## src/rtl/tri_sched_pkg.sv

```systemverilog
// Shared types and constants for the triangle job scheduler.
//   state_t      sequencer states
//   job_entry_t  queued job: source flag plus three vertices
//   sat_inc      saturating point-counter increment
package tri_sched_pkg;

  localparam int COORD_W = 3;
  localparam int JOB_W   = 18;
  localparam int CNT_W   = 7;
  localparam int ENTRY_W = JOB_W + 1;

  localparam logic [CNT_W-1:0] CNT_MAX = '1;

  typedef enum logic [2:0] {
    IDLE  = 3'd0,
    V1    = 3'd1,
    V2    = 3'd2,
    V3    = 3'd3,
    WAITB = 3'd4,
    RUN   = 3'd5,
    DONE  = 3'd6
  } state_t;

  typedef struct packed {
    logic               src;
    logic [COORD_W-1:0] x1;
    logic [COORD_W-1:0] y1;
    logic [COORD_W-1:0] x2;
    logic [COORD_W-1:0] y2;
    logic [COORD_W-1:0] x3;
    logic [COORD_W-1:0] y3;
  } job_entry_t;

  function automatic logic [CNT_W-1:0] sat_inc(input logic [CNT_W-1:0] c,
                                               input logic             en);
    if (en && (c != CNT_MAX)) return c + 1'b1;
    return c;
  endfunction

endpackage

```

## src/rtl/tri_job_fifo.sv

```systemverilog
// Synchronous job FIFO with registered full/empty flags.
//   clk, reset    clock, synchronous active-high reset
//   push, wdata   write strobe and data (ignored when full)
//   pop, rdata    read strobe (ignored when empty); rdata shows the head entry
//   full, empty   registered occupancy flags
//   count         current occupancy
module tri_job_fifo
  import tri_sched_pkg::*;
#(
  parameter int DEPTH = 4,
  parameter int WIDTH = ENTRY_W,
  localparam int AW    = $clog2(DEPTH),
  localparam int OCC_W = AW + 1
) (
  input  logic             clk,
  input  logic             reset,
  input  logic             push,
  input  logic [WIDTH-1:0] wdata,
  input  logic             pop,
  output logic [WIDTH-1:0] rdata,
  output logic             full,
  output logic             empty,
  output logic [OCC_W-1:0] count
);

  logic [WIDTH-1:0] mem [DEPTH];
  logic [AW-1:0]    wr_ptr;
  logic [AW-1:0]    rd_ptr;
  logic [OCC_W-1:0] count_nxt;
  logic             do_push;
  logic             do_pop;

  assign do_push = push && !full;
  assign do_pop  = pop && !empty;
  assign rdata   = mem[rd_ptr];

  always_comb begin
    count_nxt = count;
    case ({do_push, do_pop})
      2'b10:   count_nxt = count + 1'b1;
      2'b01:   count_nxt = count - 1'b1;
      default: count_nxt = count;
    endcase
  end

  // Flags are registered from the next occupancy so they line up with count.
  always_ff @(posedge clk) begin
    if (reset) begin
      wr_ptr <= '0;
      rd_ptr <= '0;
      count  <= '0;
      full   <= 1'b0;
      empty  <= 1'b1;
    end else begin
      if (do_push) wr_ptr <= wr_ptr + 1'b1;
      if (do_pop)  rd_ptr <= rd_ptr + 1'b1;
      count <= count_nxt;
      full  <= (count_nxt == OCC_W'(DEPTH));
      empty <= (count_nxt == '0);
    end
  end

  always_ff @(posedge clk) begin
    if (do_push) mem[wr_ptr] <= wdata;
  end

endmodule

```

## src/rtl/tri_sched.sv

```systemverilog
// Two-requester triangle job scheduler feeding a rasterizer.
//   clk, reset             clock, synchronous active-high reset
//   req_a/b, job_a/b       requester handshakes and jobs {x1,y1,x2,y2,x3,y3}
//   gnt_a/b                one-cycle accept pulse, job captured that cycle
//   nt, xi, yi             new-triangle strobe and vertex stream to rasterizer
//   eng_busy, eng_po       rasterizer busy and point-valid flags
//   done, done_src,
//   done_cnt, done_err     one-cycle job completion report
//   fifo_full              job queue full
//
// state | meaning
// ------+-----------------------------------------------------------
// IDLE  | waiting for a queued job; pops the head on exit
// V1    | nt=1, presents vertex 1
// V2    | presents vertex 2
// V3    | presents vertex 3
// WAITB | waiting for eng_busy to rise, bounded by TIMEOUT cycles
// RUN   | rasterizer busy, counting eng_po
// DONE  | done pulse with source, point count and timeout flag
module tri_sched
  import tri_sched_pkg::*;
#(
  parameter int FIFO_DEPTH = 4,
  parameter int TIMEOUT    = 8
) (
  input  logic               clk,
  input  logic               reset,
  input  logic               req_a,
  input  logic               req_b,
  input  logic [JOB_W-1:0]   job_a,
  input  logic [JOB_W-1:0]   job_b,
  output logic               gnt_a,
  output logic               gnt_b,
  output logic               nt,
  output logic [COORD_W-1:0] xi,
  output logic [COORD_W-1:0] yi,
  input  logic               eng_busy,
  input  logic               eng_po,
  output logic               done,
  output logic               done_src,
  output logic [CNT_W-1:0]   done_cnt,
  output logic               done_err,
  output logic               fifo_full
);

  localparam int OCC_W = $clog2(FIFO_DEPTH) + 1;
  localparam int TMR_W = (TIMEOUT > 2) ? $clog2(TIMEOUT) : 1;

  state_t             state;
  job_entry_t         job_q;
  job_entry_t         fifo_head;
  job_entry_t         vsrc;
  logic [ENTRY_W-1:0] fifo_rdata;
  logic [ENTRY_W-1:0] fifo_wdata;
  logic [OCC_W-1:0]   fifo_count;
  logic               fifo_empty;
  logic               push;
  logic               pop;
  logic               grant_ok;
  logic               prio_b;
  logic [CNT_W-1:0]   pt_cnt;
  logic [CNT_W-1:0]   pt_cnt_inc;
  logic [TMR_W-1:0]   timer;
  logic [COORD_W-1:0] vx;
  logic [COORD_W-1:0] vy;

  // Arbitration: prio_b set means B was not granted last and wins a tie.
  assign grant_ok   = !reset && !fifo_full;
  assign gnt_a      = grant_ok && req_a && (!req_b || !prio_b);
  assign gnt_b      = grant_ok && req_b && (!req_a || prio_b);
  assign push       = gnt_a || gnt_b;
  assign fifo_wdata = {gnt_b, (gnt_b ? job_b : job_a)};
  assign pop        = (state == IDLE) && !fifo_empty;
  assign fifo_head  = job_entry_t'(fifo_rdata);
  assign pt_cnt_inc = sat_inc(pt_cnt, eng_po);

  always_ff @(posedge clk) begin
    if (reset) begin
      prio_b <= 1'b0;
    end else if (gnt_a) begin
      prio_b <= 1'b1;
    end else if (gnt_b) begin
      prio_b <= 1'b0;
    end
  end

  tri_job_fifo #(
    .DEPTH (FIFO_DEPTH),
    .WIDTH (ENTRY_W)
  ) u_fifo (
    .clk   (clk),
    .reset (reset),
    .push  (push),
    .wdata (fifo_wdata),
    .pop   (pop),
    .rdata (fifo_rdata),
    .full  (fifo_full),
    .empty (fifo_empty),
    .count (fifo_count)
  );

  // Vertex to register for the state being entered. Leaving IDLE the job
  // register is not loaded yet, so vertex 1 comes straight from the FIFO head.
  always_comb begin
    vsrc = (state == IDLE) ? fifo_head : job_q;
    vx   = '0;
    vy   = '0;
    case (state)
      IDLE: begin
        vx = vsrc.x1;
        vy = vsrc.y1;
      end
      V1: begin
        vx = vsrc.x2;
        vy = vsrc.y2;
      end
      V2: begin
        vx = vsrc.x3;
        vy = vsrc.y3;
      end
      default: begin
        vx = '0;
        vy = '0;
      end
    endcase
  end

  always_ff @(posedge clk) begin
    if (reset) begin
      state    <= IDLE;
      job_q    <= '0;
      pt_cnt   <= '0;
      timer    <= '0;
      nt       <= 1'b0;
      xi       <= '0;
      yi       <= '0;
      done     <= 1'b0;
      done_src <= 1'b0;
      done_cnt <= '0;
      done_err <= 1'b0;
    end else begin
      nt       <= 1'b0;
      done     <= 1'b0;
      done_src <= 1'b0;
      done_cnt <= '0;
      done_err <= 1'b0;
      case (state)
        IDLE: begin
          if (!fifo_empty) begin
            job_q  <= fifo_head;
            pt_cnt <= '0;
            nt     <= 1'b1;
            xi     <= vx;
            yi     <= vy;
            state  <= V1;
          end
        end
        V1: begin
          xi    <= vx;
          yi    <= vy;
          state <= V2;
        end
        V2: begin
          xi    <= vx;
          yi    <= vy;
          state <= V3;
        end
        V3: begin
          xi    <= '0;
          yi    <= '0;
          timer <= TMR_W'(TIMEOUT - 1);
          state <= WAITB;
        end
        WAITB: begin
          pt_cnt <= pt_cnt_inc;
          if (eng_busy) begin
            state <= RUN;
          end else if (timer == '0) begin
            done     <= 1'b1;
            done_src <= job_q.src;
            done_cnt <= pt_cnt_inc;
            done_err <= 1'b1;
            state    <= DONE;
          end else begin
            timer <= timer - 1'b1;
          end
        end
        RUN: begin
          pt_cnt <= pt_cnt_inc;
          // A point reported in the busy-falling cycle still belongs to this job.
          if (!eng_busy) begin
            done     <= 1'b1;
            done_src <= job_q.src;
            done_cnt <= pt_cnt_inc;
            done_err <= 1'b0;
            state    <= DONE;
          end
        end
        DONE: begin
          state <= IDLE;
        end
        default: begin
          state <= IDLE;
        end
      endcase
    end
  end

  a_occ_consistent: assert property (@(posedge clk) disable iff (reset)
    fifo_empty == (fifo_count == '0));

endmodule

```

## config.mk

```make
export PLATFORM = sky130hd
export DESIGN_NAME = tri_sched
export DESIGN_NICKNAME = d
export VERILOG_FILES = /design/src/rtl/tri_sched_pkg.sv /design/src/rtl/tri_job_fifo.sv /design/src/rtl/tri_sched.sv
export SDC_FILE = /design/constraint.sdc
export NUM_CORES = 1
export LEC_CHECK = 0
export CAP_MARGIN = 5
export CORE_UTILIZATION = 35
export DETAILED_ROUTE_END_ITERATION = 8
export PLACE_DENSITY = 0.6
export SLEW_MARGIN = 20
export SYNTH_ARGS = -nofsm -noshare
export SYNTH_HDL_FRONTEND = slang
export SYNTH_HIERARCHICAL = 1
export SYNTH_SLANG_ARGS = --single-unit
```

## constraint.sdc

```tcl
create_clock -name clk -period 3.7 [get_ports clk]
set_input_delay 0.925 -clock clk [delete_from_list [all_inputs] [get_ports clk]]
set_output_delay 0.925 -clock clk [all_outputs]
set_load 0.1 [all_outputs]
```

==> flow_metrics.env, run 1 <==
export IMPL_status="completed"
export IMPL_cts_buffer_depth=2
export IMPL_firstDrtPassIters=4
export IMPL_clock_skew_ns=0.005302
export IMPL_synthArstFlopShare_pct=0
export IMPL_synth_simple_area_share_pct=9.151
export IMPL_io_buffers=61
export IMPL_finalNetCount=528
export IMPL_fin_crit_sh_pct=87.42
export IMPL_start_util_pct=35.98
export IMPL_synth_cells=404
export IMPL_crit_type="in -> out"
export IMPL_yosys_warnings=6
export IMPL_cts_clk_slew_worst_paths_ns=0.06
export IMPL_crit_path_end_kind="output pin"
export IMPL_critPathLaunch="reset"
export IMPL_ys_types=53
export IMPL_path_max_fanout=19
export IMPL_report_final_slew_viol_count=0
export IMPL_leakagePower_nw=2.379
export IMPL_cpLargestDelayFamily="buffers and inverters"
export IMPL_cp_slowest_cell="clkdlybuf4s50_1"
export IMPL_rsz0062_at_grt="no"
export IMPL_viasPerCell=4.997
export IMPL_cts_sink_count=131
export IMPL_drt_wl_total_um=10470
export IMPL_fmax_ghz=0.3092
export IMPL_placementRows=45
export IMPL_synth_xor_area_share_pct=1.441
export IMPL_synth_area_mm2=0.005469
export IMPL_grt_ovfl_total=0
export IMPL_path_buf_inv=4
export IMPL_drive_gt1_share_pct=16.94
export IMPL_cpPeakStageDelay_ns=0.45
export IMPL_die_height_um=127
export IMPL_synth_edf_count=76
export IMPL_antenna_left=0
export IMPL_cp_data_arrival_time_ns=2.31
export IMPL_routabilityCongestion=0.8178
export IMPL_synth_area_leader_cell="edfxtp_1"
export IMPL_ff2ff_path_depth=9
export IMPL_finalSetupViolations=0
export IMPL_register_area_mm2=0.003383
export IMPL_grt_pass1_wl_um=17210
export IMPL_irDropWorstVdd_mv=0.4064
export IMPL_yosys_area_top_type_share_pct=41.73
export IMPL_grt_max_degree=45
export IMPL_power_density_mw_per_mm2=609.4
export IMPL_yosysSeqAreaShare_pct=61.86
export IMPL_multiInputGateArea_mm2=0.001903
export IMPL_min_path_cells=2
export IMPL_reg2reg_to="u_fifo/full$_SDFF_PP0_"
export IMPL_design_core_area_mm2=0.01520
export IMPL_cts_resized=0
export IMPL_drc=0
export IMPL_drtIter0Drc=211
export IMPL_period_minus_slack_ns=3.234
export IMPL_finalPower_mw=4.204
export IMPL_synth_area_per_cell_um2=13.54
export IMPL_synth_ff_type="edfxtp_1"
export IMPL_antenna_found_initial=0
export IMPL_post_cts_buffers=0
export IMPL_setup_ws_ns=0.4656
export IMPL_worstPathCellList="clkdlybuf4s50_1 -> nor2_1 -> nand3_1 -> buf_4 -> inv_1 -> buf_12"
export IMPL_synth_compound_area_share_pct=6.886
export IMPL_yosys_cell_count_top_type="edfxtp_1"
export IMPL_tightest_slew_ns=0.9681
export IMPL_htree_levels=4
export IMPL_synth_area_leaders="edfxtp_1 (42%), dfxtp_1 (20%), mux4_1 (4.3%), mux2_2 (4.1%), mux4_2 (4.1%)"
export IMPL_area_delta_synth_final_pct=26.13
export IMPL_min_to="job_q[2]$_SDFFE_PP0P_"
export IMPL_synth_seq_cells=131
export IMPL_grt_pass1_vias=3360
export IMPL_die_x_um=127
export IMPL_hpwlAfterDp_um=6971
export IMPL_clk_latency_ns=0.41
export IMPL_num_antenna_cells=0
export IMPL_hold_start="job_q[2]$_SDFFE_PP0P_"
export IMPL_worstPathRequired_ns=2.77
export IMPL_hold_viol=0
export IMPL_track_usage_pct=14.18
export IMPL_synth_top_family_by_area="multiplexers"
export IMPL_synth_mux_area_fraction_pct=15.12
export IMPL_cts_made_buffers=17
export IMPL_fp_dieArea_mm2=0.01613
export IMPL_num_vias=3388
export IMPL_io_pins=62
export IMPL_hp_class="reg -> reg"
export IMPL_cts_tree="yes"
export IMPL_startpoint_type="primary input"
export IMPL_wire_per_inst_um=15.44
export IMPL_root_buffer="clkbuf_16"
export IMPL_synth_adder_area_share_pct=2.196
export IMPL_r2r_start="state[2]$_SDFFE_PP0P_"
export IMPL_synthTopCellsByCount="edfxtp_1 (76), dfxtp_1 (55), nand2_1 (40), nor2_1 (30), a21oi_1 (24)"
export IMPL_fill_cells=1349
export IMPL_cap_violations=0
export IMPL_dp_slack_ns=0.2713
export IMPL_tns_ns=0
export IMPL_whs_ns=0.4539
export IMPL_relSlewSlack_pct=35.26
export IMPL_reg2reg_slack_ns=0.86
export IMPL_cts_hold_buf=0
export IMPL_syn_nets=455
==> cell type report <==
class	instances	share of cell area [%]
well taps	188	3.410
clock inverters	11	1.542
multi-input cells	235	27.59
clock buffers	21	6.675
inverters	17	0.9251
repair buffers	75	10.81
flip-flops and latches	131	49.05
==> placed cells by master, fill, tap and decap left out, types with 14 or more instances in the layout <==
master           count
a21oi_1             24
buf_4               14
clkbuf_16           17
clkdlybuf4s50_1     58
dfxtp_1             55
edfxtp_1            76
inv_1               16
mux2_2              20
mux2i_1             14
nand2_1             40
nor2_1              30
==> routing by layer <==
layer,vias to the layer above,global-route usage [%],share of wire (%)
li1,1633,-,-
met1,1658,17.59,46
met2,88,23.46,49
met3,9,4.481,4.2
met4,0,4.762,1.3
met5,-,0,0
==> worst register-to-register path: cells and delay by family (launching register included) <==
| kind | cells | cell delay [ns] |
|---|---|---|
| AO/OA/AOI/OAI | 1 | 0.25 |
| XOR/XNOR | 1 | 0.20 |
| adder cells (fa/ha/maj) | 2 | 0.62 |
| buffers and inverters | 2 | 0.14 |
| flip-flops | 1 | 0.40 |
| AND/OR/NAND/NOR | 3 | 1.14 |
==> registers in the layout, indices dropped and copies added, names as in the netlist, 2 cells and up, named ones only <==
name	cells
job_q	13
u_fifo/rd_ptr	2
yi	3
timer	3
xi	3
u_fifo/count	3
pt_cnt	7
u_fifo/wr_ptr	2
state	3
done_cnt	7
u_fifo/mem	76
==> power by group <==
part	leakage (nW)	total, mW	switching (mW)	internal, mW
clock	0.270	1.56	0.602	0.962
combinational	0.968	0.863	0.528	0.335
sequential	1.14	1.78	0.0897	1.69
==> logic make-up after synthesis <==
kind of cell / Yosys count
flip-flops: 131
AND/OR/NAND/NOR: 105
AO/OA/AOI/OAI: 59
multiplexers: 53
buffers and inverters: 38
XOR/XNOR: 9
adder cells (fa/ha/maj): 9
==> worst max path at each step <==
stage / to / cells after the start
after CTS: gnt_b / 6
after floorplan: u_fifo/full$_SDFF_PP0_ / 13
final: gnt_b / 6
after detailed placement: u_fifo/full$_SDFF_PP0_ / 12
after global placement: u_fifo/full$_SDFF_PP0_ / 12
after global routing: gnt_b / 6
==> metrics by stage <==
stage | cell area, um2 | util [%] | std cells
after floorplan | 5469 | - | 404
after global placement | 6331 | 41.65 | 646
after detailed placement | 6331 | 41.65 | 646
after CTS | 6898 | 45.37 | 678
after global routing | 6898 | 45.37 | 678
final | 6898 | 45.37 | 678
(Power assumes the default switching activity.)
==> inputs of run 2 (changes only) <==
- CAP_MARGIN: 5 -> default
- GPL_TIMING_DRIVEN: default -> 1
==> results of run 2 <==
Same layout as run 1: the final DEF is identical, and so are final timing and power.
==> inputs of run 3 (changes only) <==
- RECOVER_POWER: default -> 50
==> run 3 against run 2 <==
  * Maximum frequency is 3.9% lower
  * Sequential power hardly changed
  * Power is 0.18% lower
  * Routed wire length hardly changed
  * Critical endpoint unchanged
  * Largest cell class unchanged
==> flow_metrics.env, run 3 (synthesized netlist as in run 1, its figures left out) <==
export IMPL_status="completed"
export IMPL_grt_pass1_wl_um=17210
export IMPL_path_max_fanout=19
export IMPL_clock_skew_ns=0.004330
export IMPL_grt_pass1_vias=3360
export IMPL_grt_ovfl_total=0
export IMPL_tns_ns=0
export IMPL_hp_class="reg -> reg"
export IMPL_fin_crit_sh_pct=90.96
export IMPL_period_minus_slack_ns=3.365
export IMPL_die_x_um=127
export IMPL_io_pins=62
export IMPL_dp_slack_ns=0.2713
export IMPL_root_buffer="clkbuf_16"
export IMPL_io_buffers=61
export IMPL_track_usage_pct=14.18
export IMPL_power_density_mw_per_mm2=610.3
export IMPL_fmax_ghz=0.2971
export IMPL_drt_wl_total_um=10470
export IMPL_reg_top3="u_fifo/mem: 76 flops, job_q: 13 flops"
export IMPL_post_cts_buffers=0
export IMPL_crit_path_end_kind="output pin"
export IMPL_drtIter0Drc=200
export IMPL_num_vias=3392
export IMPL_die_height_um=127
export IMPL_antenna_found_initial=0
export IMPL_leakagePower_nw=2.363
export IMPL_startpoint_type="primary input"
export IMPL_cap_violations=0
export IMPL_routabilityCongestion=0.8178
export IMPL_firstDrtPassIters=4
export IMPL_finalSetupViolations=0
export IMPL_cts_made_buffers=17
export IMPL_setup_ws_ns=0.3347
export IMPL_viasPerCell=5.003
export IMPL_regMostFlops="u_fifo/mem"
export IMPL_tightest_slew_ns=1.158
export IMPL_design_core_area_mm2=0.01520
export IMPL_cts_hold_buf=0
export IMPL_final_common_cell="edfxtp_1"
export IMPL_crit_type="in -> out"
export IMPL_relSlewSlack_pct=23.16
export IMPL_antenna_left=0
export IMPL_drc=0
export IMPL_drive_gt1_share_pct=12.24
export IMPL_cp_data_arrival_time_ns=2.44
export IMPL_clk_latency_ns=0.41
export IMPL_finalNetCount=528
export IMPL_cts_clk_slew_worst_paths_ns=0.06
export IMPL_hold_viol=0
export IMPL_placementRows=45
export IMPL_cts_sink_count=131
export IMPL_area_delta_synth_final_pct=25.71
export IMPL_start_util_pct=35.98
export IMPL_cts_tree="yes"
export IMPL_fp_dieArea_mm2=0.01613
export IMPL_wire_per_inst_um=15.44
export IMPL_num_antenna_cells=0
export IMPL_report_final_slew_viol_count=0
export IMPL_grt_max_degree=45
export IMPL_cts_resized=0
export IMPL_fill_cells=1353
export IMPL_irDropWorstVdd_mv=0.4070
export IMPL_worstPathRequired_ns=2.77
export IMPL_cts_buffer_depth=2
export IMPL_rsz0062_at_grt="no"
export IMPL_htree_levels=4
export IMPL_largest_reg_flops=76
export IMPL_final_cell_mix="edfxtp_1 (76), clkdlybuf4s50_1 (56), dfxtp_1 (55)"
export IMPL_hpwlAfterDp_um=6971
-- run 3: per-layer routing --
| metal | share of wire [%] | track usage (%) |
|---|---|---|
| met1 | 46 | 17.59 |
| met2 | 49 | 23.46 |
| met3 | 4.0 | 4.481 |
| met4 | 1.3 | 4.762 |
| met5 | 0 | 0 |
-- run 3: final timing paths --
path	slack (ns)	startpoint	end	cells after the start
max	0.33	reset	gnt_b	6
min	0.45	job_q[2]$_SDFFE_PP0P_	job_q[2]$_SDFFE_PP0P_	2
max reg2reg	0.86	state[2]$_SDFFE_PP0P_	u_fifo/full$_SDFF_PP0_	9
min reg2reg	0.45	job_q[2]$_SDFFE_PP0P_	job_q[2]$_SDFFE_PP0P_	2
-- run 3: power by group --
part	internal (mW)	switching (mW)	total, mW
combinational	0.326	0.527	0.854
sequential	1.69	0.0899	1.78
clock	0.962	0.604	1.57
-- run 3: per-stage QoR --
stage / power [mW] / area [um2] / util, % / hold slack (ns) / cells
after detailed placement: 2.677 / 6331 / 41.65 / 0.4485 / 646
final: 4.196 / 6875 / 45.23 / 0.4539 / 678
after floorplan: 2.437 / 5469 / - / 0.4319 / 404
after global routing: 4.395 / 6875 / 45.23 / 0.4811 / 678
after global placement: 2.658 / 6331 / 41.65 / 0.4449 / 646
after CTS: 4.252 / 6898 / 45.37 / 0.4564 / 678
-- run 3: cell type report --
type | count | area [um2] | area share [%]
repair buffers | 75 | 734.5 | 10.68
clock inverters | 11 | 106.4 | 1.547
well taps | 188 | 235.2 | 3.421
flip-flops and latches | 131 | 3383 | 49.21
inverters | 17 | 63.81 | 0.9281
multi-input cells | 235 | 1892 | 27.52
clock buffers | 21 | 460.4 | 6.697
-- run 3: critical path, cell delays in order --
cell and delay [ns]:
dlygate4sd3_1 0.58, nor2_1 0.16, nand3_1 0.11, buf_4 0.24
inv_1 0.21, buf_12 0.20
